[src/rtl/alu_mc.sv]
// Multi-cycle ALU with valid/ready handshakes on both sides and registered results.
// MUL (shift-add) and SHL (one bit per cycle) iterate in BUSY; all other ops complete in one cycle.
module alu_mc #(
   parameter int WIDTH = 8,
   parameter int SHW   = $clog2(WIDTH)
) (
   input  logic             clk,
   input  logic             reset,
   input  logic             in_valid,
   output logic             in_ready,
   input  logic [WIDTH-1:0] A,
   input  logic [WIDTH-1:0] B,
   input  logic [2:0]       ALUCntr,
   output logic             out_valid,
   input  logic             out_ready,
   output logic [WIDTH-1:0] R,
   output logic [2:0]       ALUFlags
);
   localparam int CW = SHW + 1;

   typedef enum logic [1:0] {IDLE, BUSY, DONE} state_t;
   state_t state, state_nxt;

   logic               accept, iter, last;
   logic [SHW-1:0]     sh_amt;
   logic [CW-1:0]      cnt;
   logic               op_mul, gt, eq;
   logic [2*WIDTH-1:0] acc, acc_nxt, mcand;
   logic [WIDTH-1:0]   mplier, sh, sh_nxt;
   logic [WIDTH:0]     sum;
   logic [WIDTH-1:0]   r1;
   logic               c1;

   assign sh_amt = B[SHW-1:0];
   assign accept = in_valid && in_ready;
   assign iter   = (ALUCntr == 3'b110) || (ALUCntr == 3'b111 && sh_amt != '0);
   assign last   = (cnt == CW'(1));

   always_ff @(posedge clk) begin
      if (reset) state <= IDLE;
      else       state <= state_nxt;
   end

   // in_ready/out_valid are gated by reset so both read 0 while reset is held
   always_comb begin
      state_nxt = state;
      in_ready  = 1'b0;
      out_valid = 1'b0;
      case (state)
         IDLE: begin
            in_ready = !reset;
            if (accept) state_nxt = iter ? BUSY : DONE;
         end
         BUSY: if (last) state_nxt = DONE;
         DONE: begin
            out_valid = !reset;
            if (out_ready) state_nxt = IDLE;
         end
         default: state_nxt = IDLE;
      endcase
   end

   always_comb begin
      sum = {1'b0, A} + {1'b0, B};
      r1  = '0;
      c1  = 1'b0;
      case (ALUCntr)
         3'b000: r1 = A & B;
         3'b001: r1 = ~B;
         3'b010: r1 = A ^ B;
         3'b011: begin r1 = sum[WIDTH-1:0]; c1 = sum[WIDTH]; end
         3'b100: begin r1 = A - B; c1 = (A < B); end
         3'b101: r1 = B;
         3'b111: r1 = A;  // only reached with a zero shift amount
         default: r1 = '0;
      endcase
   end

   assign acc_nxt = acc + (mplier[0] ? mcand : '0);
   assign sh_nxt  = sh << 1;

   always_ff @(posedge clk) begin
      if (reset) begin
         R        <= '0;
         ALUFlags <= '0;
         cnt      <= '0;
         op_mul   <= 1'b0;
         gt       <= 1'b0;
         eq       <= 1'b0;
         acc      <= '0;
         mcand    <= '0;
         mplier   <= '0;
         sh       <= '0;
      end else if (accept) begin
         op_mul <= (ALUCntr == 3'b110);
         gt     <= (A > B);
         eq     <= (A == B);
         acc    <= '0;
         mcand  <= {{WIDTH{1'b0}}, A};
         mplier <= B;
         sh     <= A;
         cnt    <= (ALUCntr == 3'b110) ? CW'(WIDTH) : CW'(sh_amt);
         if (!iter) begin
            R        <= r1;
            ALUFlags <= {c1, (A > B), (A == B)};
         end
      end else if (state == BUSY) begin
         cnt    <= cnt - CW'(1);
         acc    <= acc_nxt;
         mcand  <= mcand << 1;
         mplier <= mplier >> 1;
         sh     <= sh_nxt;
         if (last) begin
            if (op_mul) begin
               R        <= acc_nxt[WIDTH-1:0];
               ALUFlags <= {|acc_nxt[2*WIDTH-1:WIDTH], gt, eq};
            end else begin
               R        <= sh_nxt;
               ALUFlags <= {sh[WIDTH-1], gt, eq};
            end
         end
      end
   end
endmodule

[config.mk]
export PLATFORM = sky130hd
export DESIGN_NAME = alu_mc
export DESIGN_NICKNAME = d
export VERILOG_FILES = /design/src/rtl/alu_mc.sv
export SDC_FILE = /design/constraint.sdc
export NUM_CORES = 1
export LEC_CHECK = 0
export ABC_CLOCK_PERIOD_IN_PS = 3400
export BUFFER_PORTS_ARGS = -buffer_cell sky130_fd_sc_hd__buf_2
export CORE_ASPECT_RATIO = 0.75
export CORE_UTILIZATION = 55
export DETAILED_ROUTE_END_ITERATION = 7
export GPL_TIMING_DRIVEN = 0
export HOLD_SLACK_MARGIN = 0.05
export MAX_ROUTING_LAYER = met4
export PLACE_DENSITY = 0.88
export SYNTH_ARGS = -nofsm -noshare
export SYNTH_HDL_FRONTEND = slang
export SYNTH_SLANG_ARGS = --single-unit
[constraint.sdc]
create_clock -name clk -period 3.4 [get_ports clk]
set_clock_uncertainty 0.15 [all_clocks]
set_input_delay 0.51 -clock clk [delete_from_list [all_inputs] [get_ports clk]]
set_output_delay 0.51 -clock clk [all_outputs]
set_load 0.02 [all_outputs]
==> results of run 1 <==
==> metrics by stage <==
step	total power [uW]	setup TNS [ns]	std cells	worst slack, ns
final	1920	0	748	0.0537
after global routing	1990	-0.0453	748	-0.0453
after CTS	1910	0	748	0.0150
after detailed placement	1150	-0.318	729	-0.284
after global placement	1140	-0.255	729	-0.255
after floorplan	1030	0	589	0.182
==> what timing repair did <==
item | 4_1_cts | 5_1_grt
cloned | 0 | 0
gates resized for setup | 10 | 5
buffers inserted | 3 | 1
setup endpoints to repair | 2 | 1
pin swaps | 6 | 6
==> Yosys cell counts (3+ instances only) <==
| library cell | count |
|---|---|
| a222oi_1 | 3 |
| inv_1 | 24 |
| o21a_1 | 5 |
| nand4_1 | 5 |
| o221ai_1 | 6 |
| a31oi_1 | 8 |
| or4_1 | 3 |
| o211ai_1 | 6 |
| or2_2 | 3 |
| nor2_1 | 40 |
| a211oi_1 | 10 |
| nand2_1 | 84 |
| and2_1 | 19 |
| o311ai_0 | 3 |
| buf_1 | 5 |
| o31ai_1 | 4 |
| o21bai_1 | 4 |
| a21oi_1 | 74 |
| nand3_1 | 13 |
| nand2b_1 | 10 |
| o41a_1 | 3 |
| o21ai_0 | 20 |
| mux2i_1 | 6 |
| dfxtp_1 | 60 |
| xor2_1 | 6 |
| o211a_1 | 3 |
| mux2_2 | 5 |
| ha_1 | 33 |
| a21o_1 | 5 |
| a22oi_1 | 16 |
| xnor2_1 | 16 |
| fa_1 | 3 |
| nor2b_1 | 4 |
| clkbuf_1 | 29 |
| a21o_2 | 3 |
| nor3_1 | 14 |
==> layer usage <==
layer,track usage,part of all wire
met1,0.453,0.43
met2,0.505,0.43
met3,0.113,0.13
met4,0.0890,0.018
met5,-,0
==> cell type report <==
cell class / instances / share of cell area
clock buffers: 12 / 0.0321
flip-flops and latches: 60 / 0.234
inverters: 24 / 0.0175
well taps: 105 / 0.0255
plain buffers: 36 / 0.0323
clock inverters: 4 / 0.0136
repair buffers: 39 / 0.0399
multi-input cells: 468 / 0.605
==> power groups by stage <==
stage	combinational [uW]	sequential, uW	clock [uW]
after CTS	389	752	768
after global placement	371	767	0
after floorplan	249	776	0
after detailed placement	384	768	0
after global routing	436	755	803
final	403	753	765
==> how the worst max path moves through the flow <==
stage                     slack [ns]                       end  cells after the start
after floorplan                 0.18  ALUFlags[2]$_SDFFE_PP0P_                     10
after global placement         -0.26  ALUFlags[2]$_SDFFE_PP0P_                     11
after detailed placement       -0.28  ALUFlags[2]$_SDFFE_PP0P_                     11
after CTS                       0.02  ALUFlags[2]$_SDFFE_PP0P_                     10
after global routing           -0.05  ALUFlags[2]$_SDFFE_PP0P_                     10
final                           0.05  ALUFlags[2]$_SDFFE_PP0P_                     10
==> cell families (layout without fill, tap and decap cells) <==
logic type / after synthesis / after routing / share of synthesized area
multiplexers: 11 / 11 / 0.0257
AO/OA/AOI/OAI: 193 / 193 / 0.282
flip-flops: 60 / 60 / 0.266
XOR/XNOR: 23 / 23 / 0.0476
buffers and inverters: 61 / 115 / 0.0589
adder cells (fa/ha/maj): 36 / 36 / 0.105
AND/OR/NAND/NOR: 205 / 205 / 0.216
==> flip-flops by register name, indices dropped and copies added, names as in the netlist <==
name      count
acc          16
gt            1
mcand        16
ALUFlags      3
state         2
cnt           4
op_mul        1
eq            1
mplier        8
R             8
==> cell usage in the layout, fill, tap and decap left out, drive strengths merged, types with 3 or more instances in the layout <==
cell type and n:
buf 45, nor3 14, nand3 13, o211a 3
nor2b 4, a21o 8, inv 24, o311ai 3
ha 33, or4 3, nand2b 10, and2 19
a222oi 3, o41a 3, xor2 6, o221ai 6
dfxtp 60, or2 3, o21bai 4, a22oi 16
fa 3, a31oi 8, o21ai 22, o211ai 6
a21oi 74, o21a 5, nand2 84, xnor2 16
clkbuf 41, mux2 5, nor4b 3, mux2i 6
nand4 5, nor2 40, o31ai 4, a211oi 10
==> worst max-delay path: cells and delay by family, from the launching register on <==
kind / cells / cell delay (ns)
simple gates: 3 / 0.78
fa+ha+maj: 2 / 0.54
compound gates: 5 / 1.41
flops: 1 / 0.36
==> report_table.html, run 1 <==
<table>
<tr><th>Metric</th><th>Value</th></tr>
<tr><th colspan="2">Worst setup path</th></tr>
<tr><td>Launch point of the worst reg-to-reg path</td><td>mplier[0]$_SDFFE_PP0P_</td></tr>
<tr><td>CP endpoint kind</td><td>flop</td></tr>
<tr><td>Startpoint type of the worst setup path</td><td>flop</td></tr>
<tr><td>Worst stage delay on the critical path</td><td>0.51 ns</td></tr>
<tr><td>R2r endpoint</td><td>ALUFlags[2]$_SDFFE_PP0P_</td></tr>
<tr><td>Worst EP required</td><td>3.49 ns</td></tr>
<tr><td>Worst path most repeated cell</td><td>o41a_1</td></tr>
<tr><td>Origin of the worst setup path</td><td>mplier[0]$_SDFFE_PP0P_</td></tr>
<tr><td>Startpoint-to-endpoint class of the critical path</td><td>reg2reg</td></tr>
<tr><td>R2r worst-path depth</td><td>10</td></tr>
<tr><td>Ordered cell list for the critical path</td><td>and2_4 &gt; ha_4 &gt; fa_2 &gt; a21o_4 &gt; a22o_1 &gt; o41a_1 &gt; a32oi_2 &gt; nand4_1 &gt; or4_1 &gt; o41a_1</td></tr>
<tr><td>Register-to-Register Setup Slack</td><td>0.05 ns</td></tr>
<tr><td>CP arrival</td><td>3.44 ns</td></tr>
<tr><td>Highest fanout seen on the critical path</td><td>6</td></tr>
<tr><td>Slowest CP cell</td><td>or4_1</td></tr>
<tr><th colspan="2">Clocking</th></tr>
<tr><td>Maximum level of the CTS H-tree</td><td>3</td></tr>
<tr><td>Bufs on Longest Clock Path</td><td>2</td></tr>
<tr><td>Number of clock sinks</td><td>60</td></tr>
<tr><td>Clock Tree Root</td><td>clkbuf_8</td></tr>
<tr><td>Cts hold-fix bufs</td><td>0</td></tr>
<tr><td>Clk_lat worst skew</td><td>0.36 ns</td></tr>
<tr><td>Clock-pin transition on the worst setup and hold timing paths</td><td>0.07 ns</td></tr>
<tr><td>TritonCTS Buffers</td><td>9</td></tr>
<tr><td>TritonCTS clock tree</td><td>done</td></tr>
<tr><th colspan="2">Min path</th></tr>
<tr><td>Launch instance of the worst min-delay path</td><td>out_ready</td></tr>
<tr><td>Instance count along the most critical hold path</td><td>3</td></tr>
<tr><td>Hold-critical path endpoint</td><td>state[1]$_SDFFE_PP0P_</td></tr>
<tr><td>Path category of the worst min-delay check</td><td>in2reg</td></tr>
<tr><th colspan="2">Yosys</th></tr>
<tr><td>Ranking of synthesized cells by area</td><td>dfxtp_1, ha_1, a21oi_1</td></tr>
<tr><td>Proportion of register bits with asynchronous set or reset after synthesis</td><td>0</td></tr>
<tr><td>Cell Area, Synth</td><td>0.00452 mm^2</td></tr>
<tr><td>Portion of the post-synthesis area used by sequential elements</td><td>0.266</td></tr>
<tr><td>Seq cells post-synth</td><td>60</td></tr>
<tr><td>Number of synthesized flops with an enable pin</td><td>0</td></tr>
<tr><td>Cell type with the largest total area after synthesis</td><td>dfxtp_1</td></tr>
<tr><td>Number of instances in the synthesized netlist</td><td>589</td></tr>
<tr><td>Share of Yosys cell area claimed by the top area cell type</td><td>0.266</td></tr>
<tr><td>Synth Flop Type</td><td>dfxtp_1</td></tr>
<tr><td>Synth Net Count</td><td>648</td></tr>
<tr><td>Yosys warning count</td><td>0</td></tr>
<tr><td>Number of distinct library cells after synthesis</td><td>62</td></tr>
<tr><td>Mean instance size in the synthesized netlist</td><td>7.68 um^2</td></tr>
<tr><th colspan="2">Timing</th></tr>
<tr><td>Setup violations, final</td><td>0</td></tr>
<tr><td>Transition at the pin with the smallest max-transition slack</td><td>0.702 ns</td></tr>
<tr><td>Final slew viol count</td><td>0</td></tr>
<tr><td>Highest Clock Rate</td><td>0.299 GHz</td></tr>
<tr><td>Minimum clock period</td><td>3.35 ns</td></tr>
<tr><td>Endpoints failing hold</td><td>0</td></tr>
<tr><td>Min Hold Slack</td><td>0.294 ns</td></tr>
<tr><td>Slew HR</td><td>0.532</td></tr>
<tr><td>RSZ-0062 raised after global routing</td><td>yes</td></tr>
<tr><td>Final period utilization</td><td>0.984</td></tr>
<tr><th colspan="2">Final layout</th></tr>
<tr><td>Signed area change from the synthesized netlist to the final layout</td><td>13.8%</td></tr>
<tr><td>Final std cell area, no fill</td><td>0.00515 mm^2</td></tr>
<tr><td># nets final</td><td>697</td></tr>
<tr><td>Number of fill cells</td><td>687</td></tr>
<tr><td>Fraction of layout cells with a size suffix above 1</td><td>0.134</td></tr>
<tr><td>Total area of multi-input combinational cells</td><td>0.00311 mm^2</td></tr>
<tr><td>Utilization after layout</td><td>0.650</td></tr>
<tr><td>Sequential cell area</td><td>0.00120 mm^2</td></tr>
<tr><td>Antenna diodes</td><td>0</td></tr>
<tr><th colspan="2">Floorplanning</th></tr>
<tr><td>Vertical die dimension</td><td>80.5 um</td></tr>
<tr><td>Horizontal extent of the die</td><td>107 um</td></tr>
<tr><td>Floorplan Core Area</td><td>0.00792 mm^2</td></tr>
<tr><td>Placement Rows</td><td>28</td></tr>
<tr><td>Die area</td><td>0.00859 mm^2</td></tr>
<tr><td>I/O pin cnt</td><td>36</td></tr>
<tr><td>Starting density of the core</td><td>0.571</td></tr>
<tr><th colspan="2">Place</th></tr>
<tr><td>Port Buf Inserts</td><td>35</td></tr>
<tr><td>Half-perimeter wire length of the detailed placement result</td><td>10600 um</td></tr>
<tr><td>Global placement routability congestion</td><td>1.05</td></tr>
<tr><td>DP Area</td><td>0.00483 mm^2</td></tr>
<tr><th colspan="2">Pwr</th></tr>
<tr><td>Peak supply drop</td><td>199 uV</td></tr>
<tr><td>Leakage power total</td><td>0.00201 uW</td></tr>
<tr><td>PD cells</td><td>373 mW/mm^2</td></tr>
<tr><td>Int Pwr</td><td>1340 uW</td></tr>
<tr><td>Combinational Power Share</td><td>0.210</td></tr>
<tr><td>Share of total power in the clock network</td><td>0.398</td></tr>
<tr><td>Power dissipated by switching net loads</td><td>579 uW</td></tr>
<tr><td>Register share of total power</td><td>0.392</td></tr>
<tr><td>Switching portion of total power</td><td>0.301</td></tr>
<tr><th colspan="2">Job</th></tr>
<tr><td>Max-cap violations</td><td>0</td></tr>
<tr><th colspan="2">Detailed routing</th></tr>
<tr><td>Count of TritonRoute iterations in the first routing pass</td><td>6</td></tr>
<tr><td>Remaining design rule violation count</td><td>0</td></tr>
<tr><td>Drt via density</td><td>6.44</td></tr>
<tr><td>Number of design-rule violations left by the first detailed-router iteration</td><td>596</td></tr>
<tr><td>DR vias</td><td>4815</td></tr>
<tr><td>Mean routed wirelength per cell</td><td>18.7 um</td></tr>
<tr><td>Number of antenna-violating nets in the routed design</td><td>0</td></tr>
<tr><td>Detailed Route WL</td><td>14000 um</td></tr>
<tr><th colspan="2">Global routing</th></tr>
<tr><td>First-pass GRT wire length</td><td>21900 um</td></tr>
<tr><td>Number of antenna violations at the first check in global routing</td><td>0</td></tr>
<tr><td>Global-route total usage across every layer</td><td>0.344</td></tr>
<tr><td>Total overflow reported by the global router</td><td>0</td></tr>
<tr><td>Number of global-route vias before repair</td><td>4407</td></tr>
<tr><td>Maximum number of pins on one net before global-route repair</td><td>11</td></tr>
<tr><th colspan="2">Status</th></tr>
<tr><td>Status</td><td>complete, no violations</td></tr>
</table>
Power figures use the tool's default switching activity.
==> run 2: changes to the inputs <==
PLACE_DENSITY = 0.77   (was 0.88)
==> run 2 against run 1 <==
Sequential share of layout area about the same. Largest power group is now sequential cells. Core utilization about the same. Global-route usage up 0.73 points. Worst setup slack better by 0.011 ns.
==> report_table.html, run 2 (synthesized netlist as in run 1, its figures left out) <==
<table>
<tr><th>Metric</th><th>Value</th></tr>
<tr><th colspan="2">Status</th></tr>
<tr><td>Status</td><td>complete, no violations</td></tr>
<tr><th colspan="2">Detailed routing</th></tr>
<tr><td>Remaining design rule violation count</td><td>0</td></tr>
<tr><td>Drt via density</td><td>6.34</td></tr>
<tr><td>Number of antenna-violating nets in the routed design</td><td>0</td></tr>
<tr><td>DR vias</td><td>4764</td></tr>
<tr><td>Number of design-rule violations left by the first detailed-router iteration</td><td>415</td></tr>
<tr><td>Count of TritonRoute iterations in the first routing pass</td><td>5</td></tr>
<tr><td>Detailed Route WL</td><td>14300 um</td></tr>
<tr><td>Mean routed wirelength per cell</td><td>19.0 um</td></tr>
<tr><th colspan="2">Clocking</th></tr>
<tr><td>Clock-pin transition on the worst setup and hold timing paths</td><td>0.07 ns</td></tr>
<tr><td>Clock Tree Root</td><td>clkbuf_8</td></tr>
<tr><td>Clk_lat worst skew</td><td>0.35 ns</td></tr>
<tr><td>Bufs on Longest Clock Path</td><td>2</td></tr>
<tr><td>Cts hold-fix bufs</td><td>0</td></tr>
<tr><td>TritonCTS Buffers</td><td>9</td></tr>
<tr><td>Maximum level of the CTS H-tree</td><td>3</td></tr>
<tr><td>Number of clock sinks</td><td>60</td></tr>
<tr><td>TritonCTS clock tree</td><td>done</td></tr>
<tr><th colspan="2">Place</th></tr>
<tr><td>Half-perimeter wire length of the detailed placement result</td><td>10600 um</td></tr>
<tr><td>Worst slack after detailed placement</td><td>-0.196 ns</td></tr>
<tr><td>Port Buf Inserts</td><td>35</td></tr>
<tr><td>Placed cell count</td><td>729</td></tr>
<tr><td>Global placement routability congestion</td><td>1.02</td></tr>
<tr><th colspan="2">Floorplanning</th></tr>
<tr><td>Horizontal extent of the die</td><td>107 um</td></tr>
<tr><td>I/O pin cnt</td><td>36</td></tr>
<tr><td>Starting density of the core</td><td>0.571</td></tr>
<tr><td>Vertical die dimension</td><td>80.5 um</td></tr>
<tr><td>Die area</td><td>0.00859 mm^2</td></tr>
<tr><td>Placement Rows</td><td>28</td></tr>
<tr><td>Floorplan Core Area</td><td>0.00792 mm^2</td></tr>
<tr><th colspan="2">Final layout</th></tr>
<tr><td>Count of placed standard cells in the final layout, fillers left out</td><td>751</td></tr>
<tr><td>Number of fill cells</td><td>709</td></tr>
<tr><td>Sequential cell area</td><td>0.00120 mm^2</td></tr>
<tr><td># nets final</td><td>701</td></tr>
<tr><td>Fraction of layout cells with a size suffix above 1</td><td>0.139</td></tr>
<tr><td>Total area of multi-input combinational cells</td><td>0.00314 mm^2</td></tr>
<tr><td>Signed area change from the synthesized netlist to the final layout</td><td>13.9%</td></tr>
<tr><td>Antenna diodes</td><td>0</td></tr>
<tr><td>Most common library cell in the layout ignoring fill and taps</td><td>nand2_1</td></tr>
<tr><td>Largest registers ranked by flip-flop count</td><td>acc x16, mcand x16</td></tr>
<tr><td>Highest-count cells in the layout ignoring fill and taps</td><td>nand2_1, a21oi_1, dfxtp_1</td></tr>
<tr><th colspan="2">Worst setup path</th></tr>
<tr><td>R2r worst-path depth</td><td>10</td></tr>
<tr><td>Highest fanout seen on the critical path</td><td>5</td></tr>
<tr><td>Worst EP required</td><td>3.49 ns</td></tr>
<tr><td>Launch point of the worst reg-to-reg path</td><td>mplier[0]$_SDFFE_PP0P_</td></tr>
<tr><td>Origin of the worst setup path</td><td>mplier[0]$_SDFFE_PP0P_</td></tr>
<tr><td>Startpoint-to-endpoint class of the critical path</td><td>reg2reg</td></tr>
<tr><td>Startpoint type of the worst setup path</td><td>flop</td></tr>
<tr><td>CP endpoint kind</td><td>flop</td></tr>
<tr><td>CP arrival</td><td>3.43 ns</td></tr>
<tr><td>Register-to-Register Setup Slack</td><td>0.06 ns</td></tr>
<tr><th colspan="2">Timing</th></tr>
<tr><td>Minimum clock period</td><td>3.34 ns</td></tr>
<tr><td>Post-route setup slack</td><td>0.0642 ns</td></tr>
<tr><td>Endpoints failing hold</td><td>0</td></tr>
<tr><td>Slew HR</td><td>0.480</td></tr>
<tr><td>Transition at the pin with the smallest max-transition slack</td><td>0.773 ns</td></tr>
<tr><td>Min Hold Slack</td><td>0.281 ns</td></tr>
<tr><td>Highest Clock Rate</td><td>0.300 GHz</td></tr>
<tr><td>Final period utilization</td><td>0.981</td></tr>
<tr><td>Setup violations, final</td><td>0</td></tr>
<tr><td>Final slew viol count</td><td>0</td></tr>
<tr><th colspan="2">Global routing</th></tr>
<tr><td>Total overflow reported by the global router</td><td>0</td></tr>
<tr><td>Number of antenna violations at the first check in global routing</td><td>0</td></tr>
<tr><td>Global-route total usage across every layer</td><td>0.351</td></tr>
<tr><td>Maximum number of pins on one net before global-route repair</td><td>11</td></tr>
<tr><td>Number of global-route vias before repair</td><td>4248</td></tr>
<tr><td>First-pass GRT wire length</td><td>22300 um</td></tr>
<tr><th colspan="2">Min path</th></tr>
<tr><td>Launch instance of the worst min-delay path</td><td>out_ready</td></tr>
<tr><td>Path category of the worst min-delay check</td><td>in2reg</td></tr>
<tr><td>Instance count along the most critical hold path</td><td>3</td></tr>
<tr><th colspan="2">Pwr</th></tr>
<tr><td>Leakage power total</td><td>0.00201 uW</td></tr>
<tr><td>PD cells</td><td>346 mW/mm^2</td></tr>
<tr><td>Peak supply drop</td><td>367 uV</td></tr>
<tr><th colspan="2">Job</th></tr>
<tr><td>Max-cap violations</td><td>0</td></tr>
</table>
==> run 2: routing by layer <==
metal  vias to the layer above  wire length, um  global-route usage
li1                       2236                -                   -
met5                         -                0                   -
met4                         0              236              0.0575
met1                      2267             6750               0.498
met3                        29             1660               0.114
met2                       232             5620               0.486
==> run 2: critical path, cell delays in order (launching register included) <==
cell and delay (ns):
dfxtp_4 0.37, and2_4 0.16, ha_2 0.17, fa_2 0.36, a21o_4 0.22, a22o_1 0.25, o41a_1 0.40, a32oi_2 0.21
nand4_1 0.12, or4_1 0.51, o41a_1 0.31
==> run 2: worst paths after layout <==
path / endpoint
min reg2reg: acc[14]$_SDFFE_PP0P_
max: ALUFlags[2]$_SDFFE_PP0P_
min: state[1]$_SDFFE_PP0P_
max reg2reg: ALUFlags[2]$_SDFFE_PP0P_
==> run 2: through the flow <==
stage	TNS, ns	total power, uW	util	area, um^2
after floorplan	0	1030	-	4520
after global placement	-0.186	1150	0.610	4830
after detailed placement	-0.196	1150	0.610	4830
after CTS	0	1760	0.644	5100
after global routing	-0.0198	1850	0.651	5150
final	0	1780	0.651	5150
==> run 2: repair_timing <==
action,CTS,global route
resized for setup,10,8
pin swaps,7,6
buffers inserted,6,2
setup endpoints to repair,2,1
==> run 2: layout make-up <==
cell class,count,share of cell area
repair buffers,43,0.0457
flip-flops and latches,60,0.234
well taps,105,0.0255
inverters,24,0.0175
plain buffers,36,0.0323
multi-input cells,468,0.609
clock buffers,14,0.0355
clock inverters,1,0.000972
==> run 2: report_power, final <==
group / total [uW] / leakage (uW) / internal (uW) / switching (uW)
sequential: 753 / 0.000488 / 732 / 21.3
clock: 622 / 0.0000986 / 339 / 282
combinational: 406 / 0.00142 / 141 / 264
